`src/rtl/pcie_seq_pkg.sv`:
```
// Shared types and helpers for the PCIe link reset sequencer.
// Global/per-link state encodings and the lane-mask helper.
package pcie_seq_pkg;

    localparam int WSEL_W   = 3;
    localparam int LANE_MAX = 128;

    typedef enum logic [1:0] {
        G_RST,
        G_WAIT,
        G_REL,
        G_RUN
    } gstate_t;

    typedef enum logic [1:0] {
        L_HELD,
        L_DETECT,
        L_UP
    } lstate_t;

    function automatic logic [LANE_MAX-1:0] lane_mask(
        input logic [WSEL_W-1:0] wsel,
        input int                width
    );
        int n;
        n = 1 << wsel;
        if (n > width) n = width;
        lane_mask = '0;
        for (int i = 0; i < LANE_MAX; i++)
            if (i < n) lane_mask[i] = 1'b1;
    endfunction

endpackage

```
`src/rtl/pcie_link_fsm.sv`:
```
// Per-link HELD/DETECT/UP sequencer with hold and detect counters.
// Lane enables double as the latched lane mask while out of HELD.
module pcie_link_fsm
    import pcie_seq_pkg::*;
#(
    parameter int LINK_WIDTH    = 1,
    parameter int T_STAGGER_CYC = 4,
    parameter int DET_CYC       = 8,
    parameter int CW            = 4
) (
    input  logic                  clk,
    input  logic                  rst_n,
    input  logic                  link_en,
    input  logic                  hot_rst_req,
    input  logic                  rel_req,
    input  logic                  run,
    input  logic [WSEL_W-1:0]     width_sel,
    input  logic [LINK_WIDTH-1:0] rx_valid,
    output logic                  link_perst_n,
    output logic [LINK_WIDTH-1:0] lane_en,
    output logic                  link_up
);

    localparam logic [CW-1:0] HOLD_LAST = CW'(T_STAGGER_CYC - 1);
    localparam logic [CW-1:0] DET_LAST  = CW'(DET_CYC - 1);
    localparam logic [CW-1:0] CNT_MAX   = '1;

    lstate_t               state;
    logic [CW-1:0]         hold_cnt;
    logic [CW-1:0]         det_cnt;
    logic [LINK_WIDTH-1:0] new_mask;
    logic                  all_ok;

    assign new_mask = LINK_WIDTH'(lane_mask(width_sel, LINK_WIDTH));
    assign all_ok   = &(rx_valid | ~lane_en);

    always_ff @(posedge clk or negedge rst_n) begin
        if (!rst_n) begin
            state        <= L_HELD;
            hold_cnt     <= '0;
            det_cnt      <= '0;
            link_perst_n <= 1'b0;
            lane_en      <= '0;
            link_up      <= 1'b0;
        end else if (hot_rst_req || !link_en) begin
            state        <= L_HELD;
            hold_cnt     <= '0;
            det_cnt      <= '0;
            link_perst_n <= 1'b0;
            lane_en      <= '0;
            link_up      <= 1'b0;
        end else begin
            unique case (state)
                L_HELD: begin
                    if (rel_req || (run && hold_cnt >= HOLD_LAST)) begin
                        state        <= L_DETECT;
                        hold_cnt     <= '0;
                        det_cnt      <= '0;
                        link_perst_n <= 1'b1;
                        lane_en      <= new_mask;
                    end else if (hold_cnt != CNT_MAX) begin
                        hold_cnt <= hold_cnt + 1'b1;
                    end
                end
                L_DETECT: begin
                    if (!all_ok) begin
                        det_cnt <= '0;
                    end else if (det_cnt >= DET_LAST) begin
                        state   <= L_UP;
                        link_up <= 1'b1;
                    end else begin
                        det_cnt <= det_cnt + 1'b1;
                    end
                end
                L_UP: begin
                    if (!all_ok) begin
                        state   <= L_DETECT;
                        det_cnt <= '0;
                        link_up <= 1'b0;
                    end
                end
                default: state <= L_HELD;
            endcase
        end
    end

endmodule

```
`src/rtl/pcie_link_reset_seq.sv`:
```
// Board PERST_n to staggered per-link resets and lane enables.
// Global FSM walks WAIT then one release slot per link, then RUN.
module pcie_link_reset_seq
    import pcie_seq_pkg::*;
#(
    parameter int NUM_LINKS     = 1,
    parameter int LINK_WIDTH    = 1,
    parameter int T_PERST_CYC   = 16,
    parameter int T_STAGGER_CYC = 4,
    parameter int DET_CYC       = 8
) (
    input  logic                             CLK,
    input  logic                             PERST_n,
    input  logic [NUM_LINKS-1:0]             link_en,
    input  logic [NUM_LINKS*WSEL_W-1:0]      width_sel,
    input  logic [NUM_LINKS-1:0]             hot_rst_req,
    input  logic [NUM_LINKS*LINK_WIDTH-1:0]  rx_valid,
    output logic [NUM_LINKS-1:0]             link_perst_n,
    output logic [NUM_LINKS*LINK_WIDTH-1:0]  lane_en,
    output logic [NUM_LINKS-1:0]             link_up,
    output logic                             seq_done
);

    localparam int CMAX0 = (T_PERST_CYC > T_STAGGER_CYC) ? T_PERST_CYC : T_STAGGER_CYC;
    localparam int CMAX  = (CMAX0 > DET_CYC) ? CMAX0 : DET_CYC;
    localparam int CW    = $clog2(CMAX + 1);
    localparam int SW    = (NUM_LINKS > 1) ? $clog2(NUM_LINKS) : 1;

    localparam logic [CW-1:0] WAIT_LAST = CW'(T_PERST_CYC - 1);
    localparam logic [CW-1:0] STAG_LAST = CW'(T_STAGGER_CYC - 1);
    localparam logic [SW-1:0] SLOT_LAST = SW'(NUM_LINKS - 1);

    gstate_t              gstate;
    logic [CW-1:0]        cnt;
    logic [SW-1:0]        slot;
    logic [NUM_LINKS-1:0] rel;
    logic                 wait_done;
    logic                 slot_adv;
    logic                 run;

    assign wait_done = (gstate == G_WAIT) && (cnt >= WAIT_LAST);
    assign slot_adv  = (gstate == G_REL) && (slot != SLOT_LAST) && (cnt >= STAG_LAST);
    assign run       = (gstate == G_RUN);

    // Release pulses land on the same edge the global FSM advances.
    always_comb begin
        rel = '0;
        for (int k = 0; k < NUM_LINKS; k++)
            rel[k] = ((k == 0) && wait_done) || (slot_adv && (k == int'(slot) + 1));
    end

    always_ff @(posedge CLK or negedge PERST_n) begin
        if (!PERST_n) begin
            gstate   <= G_RST;
            cnt      <= '0;
            slot     <= '0;
            seq_done <= 1'b0;
        end else begin
            unique case (gstate)
                G_RST: begin
                    gstate <= G_WAIT;
                    cnt    <= CW'(1);
                end
                G_WAIT: begin
                    if (wait_done) begin
                        gstate <= G_REL;
                        cnt    <= '0;
                        slot   <= '0;
                    end else begin
                        cnt <= cnt + 1'b1;
                    end
                end
                G_REL: begin
                    if (slot == SLOT_LAST) begin
                        gstate   <= G_RUN;
                        seq_done <= 1'b1;
                    end else if (slot_adv) begin
                        slot <= slot + 1'b1;
                        cnt  <= '0;
                    end else begin
                        cnt <= cnt + 1'b1;
                    end
                end
                G_RUN:   gstate <= G_RUN;
                default: gstate <= G_RST;
            endcase
        end
    end

    for (genvar k = 0; k < NUM_LINKS; k++) begin : g_link
        pcie_link_fsm #(
            .LINK_WIDTH    (LINK_WIDTH),
            .T_STAGGER_CYC (T_STAGGER_CYC),
            .DET_CYC       (DET_CYC),
            .CW            (CW)
        ) u_link (
            .clk          (CLK),
            .rst_n        (PERST_n),
            .link_en      (link_en[k]),
            .hot_rst_req  (hot_rst_req[k]),
            .rel_req      (rel[k]),
            .run          (run),
            .width_sel    (width_sel[k*WSEL_W +: WSEL_W]),
            .rx_valid     (rx_valid[k*LINK_WIDTH +: LINK_WIDTH]),
            .link_perst_n (link_perst_n[k]),
            .lane_en      (lane_en[k*LINK_WIDTH +: LINK_WIDTH]),
            .link_up      (link_up[k])
        );
    end

endmodule
```
`config.mk`:
```
export PLATFORM = sky130hd
export DESIGN_NAME = pcie_link_reset_seq
export DESIGN_NICKNAME = d
export VERILOG_FILES = /design/src/rtl/pcie_seq_pkg.sv /design/src/rtl/pcie_link_fsm.sv /design/src/rtl/pcie_link_reset_seq.sv
export SDC_FILE = /design/constraint.sdc
export NUM_CORES = 1
export LEC_CHECK = 0
export CORE_AREA = 2 2 93 59
export DETAILED_ROUTE_END_ITERATION = 16
export DIE_AREA = 0 0 95 61
export HOLD_SLACK_MARGIN = 0.15
export PLACE_DENSITY = 0.43
export SETUP_SLACK_MARGIN = 0.4
export SLEW_MARGIN = 40
export SYNTH_ARGS = -nofsm -noshare
export SYNTH_HDL_FRONTEND = slang
export SYNTH_HIERARCHICAL = 1
export SYNTH_SLANG_ARGS = --single-unit
```
`constraint.sdc`:
```
create_clock -name CLK -period 2.49 [get_ports CLK]
set_clock_uncertainty 0.15 [all_clocks]
set_input_delay 0.747 -clock CLK [delete_from_list [all_inputs] [get_ports CLK]]
set_output_delay 0.747 -clock CLK [all_outputs]
set_load 0.01 [all_outputs]
```
==> flow_summary.ini, run 1 <==
[status]
status = finished clean

[timing]
finalSetupTns_ns = 0
rsz0062_at_grt = true
finalHoldViolCount = 0
setup_violations = 0
min_period_ns = 2.12
fin_crit_sh_pct = 85.0
maxSlewViolCount = 0
worst_pin_slew_ns = 0.453
fmax_mhz = 473
max_slew_margin_pct = 69.6

[setup_path]
cp_max_fo = 3
crit_type = register to register
path_cells = ha_2, and3_4, ha_4, nor2_4, a21boi_4, a21o_1, o22a_1, o211ai_1, a31o_2
crit_path_top_delay_cell = dfrtp_1
critPathArrivalTime_ns = 2.19
cp_top_family = compound AO/OA/AOI/OAI gates
setup.worst_path.start_class = register
critPathMaxStageDelay_ns = 0.39
worstPathRequired_ns = 2.56
crit_path_end_kind = register
crit_buf_inv = 0

[run]
drv_cap = 0

[floorplanning]
coreArea_um2 = 4930
dieArea_um2 = 5800
die_width_um = 95
floorplan.io_pins = 12
die_h_um = 61
initial_core_util_pct = 29.2
num_rows = 20

[logic_synthesis]
synth_edf_count = 0
syn-cell-area_um2 = 1440
avgSynthCellArea_um2 = 10.1
synth-seq-cells = 24
synth-async-reset-ratio_pct = 100
ys_warn_count = 6
synthCells = 143
ys_seq_area_share_pct = 41.7
ys.flop_type = dfrtp_1
syn_nets = 162
synth.distinct_cells = 50

[finish]
fin_cells = 229
final-seq-area_um2 = 602
diodes = 0
multiInputGateArea_um2 = 853
area.growth.synth_to_final_pct = 25.3
nets = 183
final_layout_size_suffix_gt1_share_pct = 26.4
n_fill_cell = 480

[clock_network]
cts_sinks = 24
clkLatencyLatePin_ns = 0.28
cts_htree_levels = 1
cts_tree = built
clock_path_buffers = 2
clockRootBuffer = clkbuf_8
cts_hold_buf = 0
clk_pin_slew_ns = 0.09
cts_buffers = 3

[drt]
drtIter0Drc = 36
drt_pass1_iterations = 4
wl_um = 3140
routedWlPerCell_um = 13.7
num_vias = 1151
viasPerCell = 5.03
drc = 0
ant_nets = 0

[global_route]
grt_pass1_vias = 1089
grt_max_degree = 25
grt_overflow = 0
track_usage_pct = 12.4
grt_pass1_wl_um = 5350
antenna_found_initial = 0

[pwr]
p_per_area_nw_per_um2 = 436
p_leak_nw = 0.806
irDropWorstVdd_uv = 208
power.total_w = 0.000787

[min_path]
hp-class = register to register

[placement]
gp_congestion = 0.737
post-dp-hpwl_um = 2170
portBuffers = 8
post-place-cells = 218
cell usage in the layout (no fill, tap or decap), types with 2 or more instances in the layout:
cell,n
ha_1,9
inv_1,7
o22ai_1,2
o21a_1,2
a21oi_2,3
nand3_1,5
dfrtp_1,23
and3_4,2
a211oi_1,2
o21ai_0,3
dlygate4sd2_1,3
and2_4,2
o31ai_1,2
nor2b_1,4
buf_4,12
nand2_1,11
and3_2,2
nand2b_1,5
a21o_1,3
clkbuf_8,3
nor4_1,3
nor2_1,8
a21oi_1,3
clkdlybuf4s50_1,4
o211ai_1,3
nand4_1,3
worst reg2reg max path, stage by stage (launching register included):
cell,delay [ns]
dfrtp_1,0.39
ha_2,0.20
and3_4,0.15
ha_4,0.15
nor2_4,0.11
a21boi_4,0.08
a21o_1,0.20
o22a_1,0.22
o211ai_1,0.24
a31o_2,0.18
synth_stat cells, drive strengths merged (3+ instances only):
| cell | n | area share, % |
|---|---|---|
| dfrtp | 24 | 42 |
| ha | 11 | 9.6 |
| nand2 | 11 | 2.9 |
| nor2 | 10 | 2.6 |
| inv | 7 | 1.8 |
| a21oi | 6 | 2.3 |
| nand2b | 6 | 2.6 |
| and3 | 5 | 2.7 |
| nand3 | 5 | 1.7 |
| o21ai | 5 | 2.5 |
| nor2b | 4 | 1.7 |
| a211oi | 3 | 1.6 |
| a21o | 3 | 1.6 |
| and2 | 3 | 1.5 |
| nand4 | 3 | 1.3 |
| nor4 | 3 | 1.3 |
| o211ai | 3 | 1.6 |
| o22ai | 3 | 2.3 |
layout make-up:
type / instances / share of cell area [%]
sequential: 24 / 33.4
timing repair buffer: 20 / 9.36
clock buffer: 3 / 2.29
multi-input combinational: 108 / 47.3
inverter: 7 / 1.46
clock inverter: 1 / 1.66
tap: 66 / 4.58
state kept, by name (all words and copies together) (netlist names):
signal                      count
cnt                             5
g_link.u_link/det_cnt           5
g_link.u_link/hold_cnt          5
g_link.u_link/state             2
gstate                          2
g_link.u_link/lane_en           1
g_link.u_link/link_perst_n      1
g_link.u_link/link_up           1
seq_done                        1
slot                            1
kinds of logic (layout without fill, tap and decap cells):
group / count (synthesis) / count (layout) / synth area share (%)
AND/OR/NAND/NOR: 58 / 58 / 23.2
AO/OA/AOI/OAI: 37 / 37 / 20.6
flip-flops: 24 / 24 / 41.7
adder cells (fa/ha/maj): 11 / 11 / 9.56
buffers and inverters: 11 / 31 / 3.48
multiplexers: 2 / 2 / 1.48
power by group:
group / internal (W) / total (W) / switching, W
combinational: 0.0000166 / 0.0000399 / 0.0000233
sequential: 0.000392 / 0.000395 / 0.00000286
clock: 0.000215 / 0.000352 / 0.000137
routing by layer:
metal  routed length (um)  global-route usage, %  vias up
met2                 1390                   18.4       18
met1                 1640                   17.8      558
met5                    0                      0        -
met3                  103                   3.35        2
met4                   13                   3.73        0
li1                     -                      -      573
stage by stage:
stage / cell area [um^2] / util, % / hold WS, ns / setup slack (ns)
floorplan: 1450 / - / 0.301 / 0.390
global placement: 1630 / 33.0 / 0.305 / 0.230
detailed placement: 1630 / 33.0 / 0.306 / 0.219
CTS: 1770 / 35.9 / 0.334 / 0.334
global route: 1800 / 36.6 / 0.360 / 0.292
finish: 1800 / 36.6 / 0.325 / 0.375
path summary, 6_finish.rpt:
path / depth (start not counted) / to / slack, ns / from
worst max register to register: 9 / g_link[0].u_link/det_cnt[1] / 0.37 / cnt[0]
worst min-delay path: 1 / seq_done / 0.33 / seq_done
worst max-delay path: 9 / g_link[0].u_link/det_cnt[1] / 0.37 / cnt[0]
worst min register to register: 1 / seq_done / 0.33 / seq_done
min in group asynchronous: 2 / g_link[0].u_link/link_up / 0.68 / PERST_n
max in group asynchronous: 2 / g_link[0].u_link/hold_cnt[0] / 1.25 / PERST_n
timing repair:
action	CTS	global route
setup buffers	6	1
gates resized for setup	10	8
endpoints found under the setup margin	14	17
pin swaps	14	11
Note: power is estimated with default switching activity, not from simulation.
==> inputs of run 2 (changes only) <==
--- a/config.mk
+++ b/config.mk
@@ -9,7 +9,7 @@
 export DETAILED_ROUTE_END_ITERATION = 16
 export DIE_AREA = 0 0 95 61
 export HOLD_SLACK_MARGIN = 0.15
-export PLACE_DENSITY = 0.43
+export PLACE_DENSITY = 0.45
 export SETUP_SLACK_MARGIN = 0.4
 export SLEW_MARGIN = 40
 export SYNTH_ARGS = -nofsm -noshare
==> constraint.sdc (replaced) <==
create_clock -name CLK -period 1.78 [get_ports CLK]
set_clock_uncertainty 0.15 [all_clocks]
set_input_delay 0.534 -clock CLK [delete_from_list [all_inputs] [get_ports CLK]]
set_output_delay 0.534 -clock CLK [all_outputs]
set_load 0.01 [all_outputs]
==> flow_summary.ini, run 2 (same netlist as run 1, synthesis figures left out) <==
[timing]
min_period_ns = 2.12
fmax_mhz = 472
maxSlewViolCount = 0
setup_violations = 21
finalHoldViolCount = 0
fin_crit_sh_pct = 119
fin_ws_ns = -0.338
worst_pin_slew_ns = 0.321
rsz0062_at_grt = true
max_slew_margin_pct = 78.4

[clock_network]
clk_pin_slew_ns = 0.08
cts_sinks = 24
clock_path_buffers = 2
cts_buffers = 3
cts_tree = built
clockRootBuffer = clkbuf_8
cts_htree_levels = 1
clkLatencyLatePin_ns = 0.27

[placement]
portBuffers = 8
place_ws_ns = -0.367
gp_congestion = 0.790
placed_cell_area_um2 = 1880
post-dp-hpwl_um = 2580

[status]
status = complete, but fails checks
violations = negative setup slack

[pwr]
p_comb_share_pct = 8.1
p_per_area_nw_per_um2 = 460
pwr-share-seq_pct = 54.5
p_switching_w = 0.000223
power.share.clock_pct = 37.4
p_leak_nw = 1.01
switching_share_pct = 22.1
internal_power_w = 0.000786
irDropWorstVdd_uv = 175

[finish]
layout_common_cells = buf_4, dfrtp_1, nand2_1
final_layout_size_suffix_gt1_share_pct = 51.0
mostFrequentLayoutCell = buf_4
nets = 218
area.growth.synth_to_final_pct = 52.2
final_cell_area_um2 = 2190
diodes = 0
reg_top3 = cnt x5, g_link.u_link/det_cnt x5, g_link.u_link/hold_cnt x5

[run]
drv_cap = 0

[setup_path]
crit_path_end_kind = register
worstPathRequired_ns = 1.83
setup.worst_path.start_class = register
crit_type = register to register
critPathArrivalTime_ns = 2.16
cp_max_fo = 3

[drt]
num_vias = 1301
ant_nets = 0
wl_um = 3680
drtIter0Drc = 40
routedWlPerCell_um = 13.9
viasPerCell = 4.93
drt_pass1_iterations = 4
drc = 0

[global_route]
grt_pass1_wl_um = 6020
grt_overflow = 0
grt_pass1_vias = 1271
antenna_found_initial = 0
grt_max_degree = 25
track_usage_pct = 13.8

[floorplanning]
die_width_um = 95
initial_core_util_pct = 29.2
dieArea_um2 = 5800
num_rows = 20
coreArea_um2 = 4930
floorplan.io_pins = 12
die_h_um = 61

[min_path]
hp-class = register to register
run 2: critical path, cell delays in order (launching register included):
cell      delay [ns]
dfrtp_1         0.39
ha_2            0.20
and3_4          0.15
ha_4            0.16
nor2_4          0.09
a21boi_2        0.07
a21o_1          0.19
o22a_2          0.24
o2111a_1        0.26
nor3_2          0.14
run 2: path summary, 6_finish.rpt:
path	start	endpoint	slack, ns	cells past startpoint
min in group asynchronous	PERST_n	g_link[0].u_link/link_up	0.46	2
setup / recovery	cnt[0]	g_link[0].u_link/det_cnt[0]	-0.34	9
hold / removal	seq_done	seq_done	0.34	1
hold reg to reg	seq_done	seq_done	0.34	1
max in group asynchronous	PERST_n	g_link[0].u_link/lane_en	0.87	2
setup reg to reg	cnt[0]	g_link[0].u_link/det_cnt[0]	-0.34	9
run 2: what timing repair did:
| item | 4_1_cts | 5_1_grt |
|---|---|---|
| cloned | 0 | 0 |
| pin swaps | 9 | 11 |
| buffers inserted | 6 | 6 |
| resized for setup | 38 | 23 |
| hold buffers | 0 | 0 |
| setup endpoints to repair | 27 | 27 |
run 2: routing by layer:
| layer | GRT usage [%] | share of wire (%) |
|---|---|---|
| met5 | 0 | 0 |
| met4 | 3.73 | 0.44 |
| met3 | 2.98 | 1.8 |
| met2 | 21.7 | 47 |
| met1 | 19.4 | 51 |
run 2: layout make-up:
class	count	area, um^2
clock buffers	4	55.1
well taps	66	82.6
inverters	7	26.3
flip-flops and latches	24	601
multi-input cells	108	976
repair buffers	55	452
fillers	465	2740
run 2: metrics by stage:
stage | hold slack [ns] | TNS, ns | util, % | std cells | power (W)
final | 0.343 | -4.35 | 44.5 | 264 | 0.00101
after floorplan | 0.0884 | -3.03 | - | 143 | 0.000586
after global routing | 0.372 | -6.37 | 44.5 | 264 | 0.00106
after CTS | 0.325 | -4.53 | 41.2 | 258 | 0.00103
after global placement | 0.305 | -4.09 | 38.1 | 248 | 0.000635
after detailed placement | 0.304 | -4.90 | 38.1 | 248 | 0.000636
run 2: power groups by stage:
stage               combinational [W]  sequential, W  clock [W]
CTS                         0.0000811       0.000550   0.000398
global placement            0.0000740       0.000561          0
floorplan                   0.0000243       0.000562          0
finish                      0.0000821       0.000550   0.000377
global route                0.0000901       0.000551   0.000414
detailed placement          0.0000752       0.000561          0
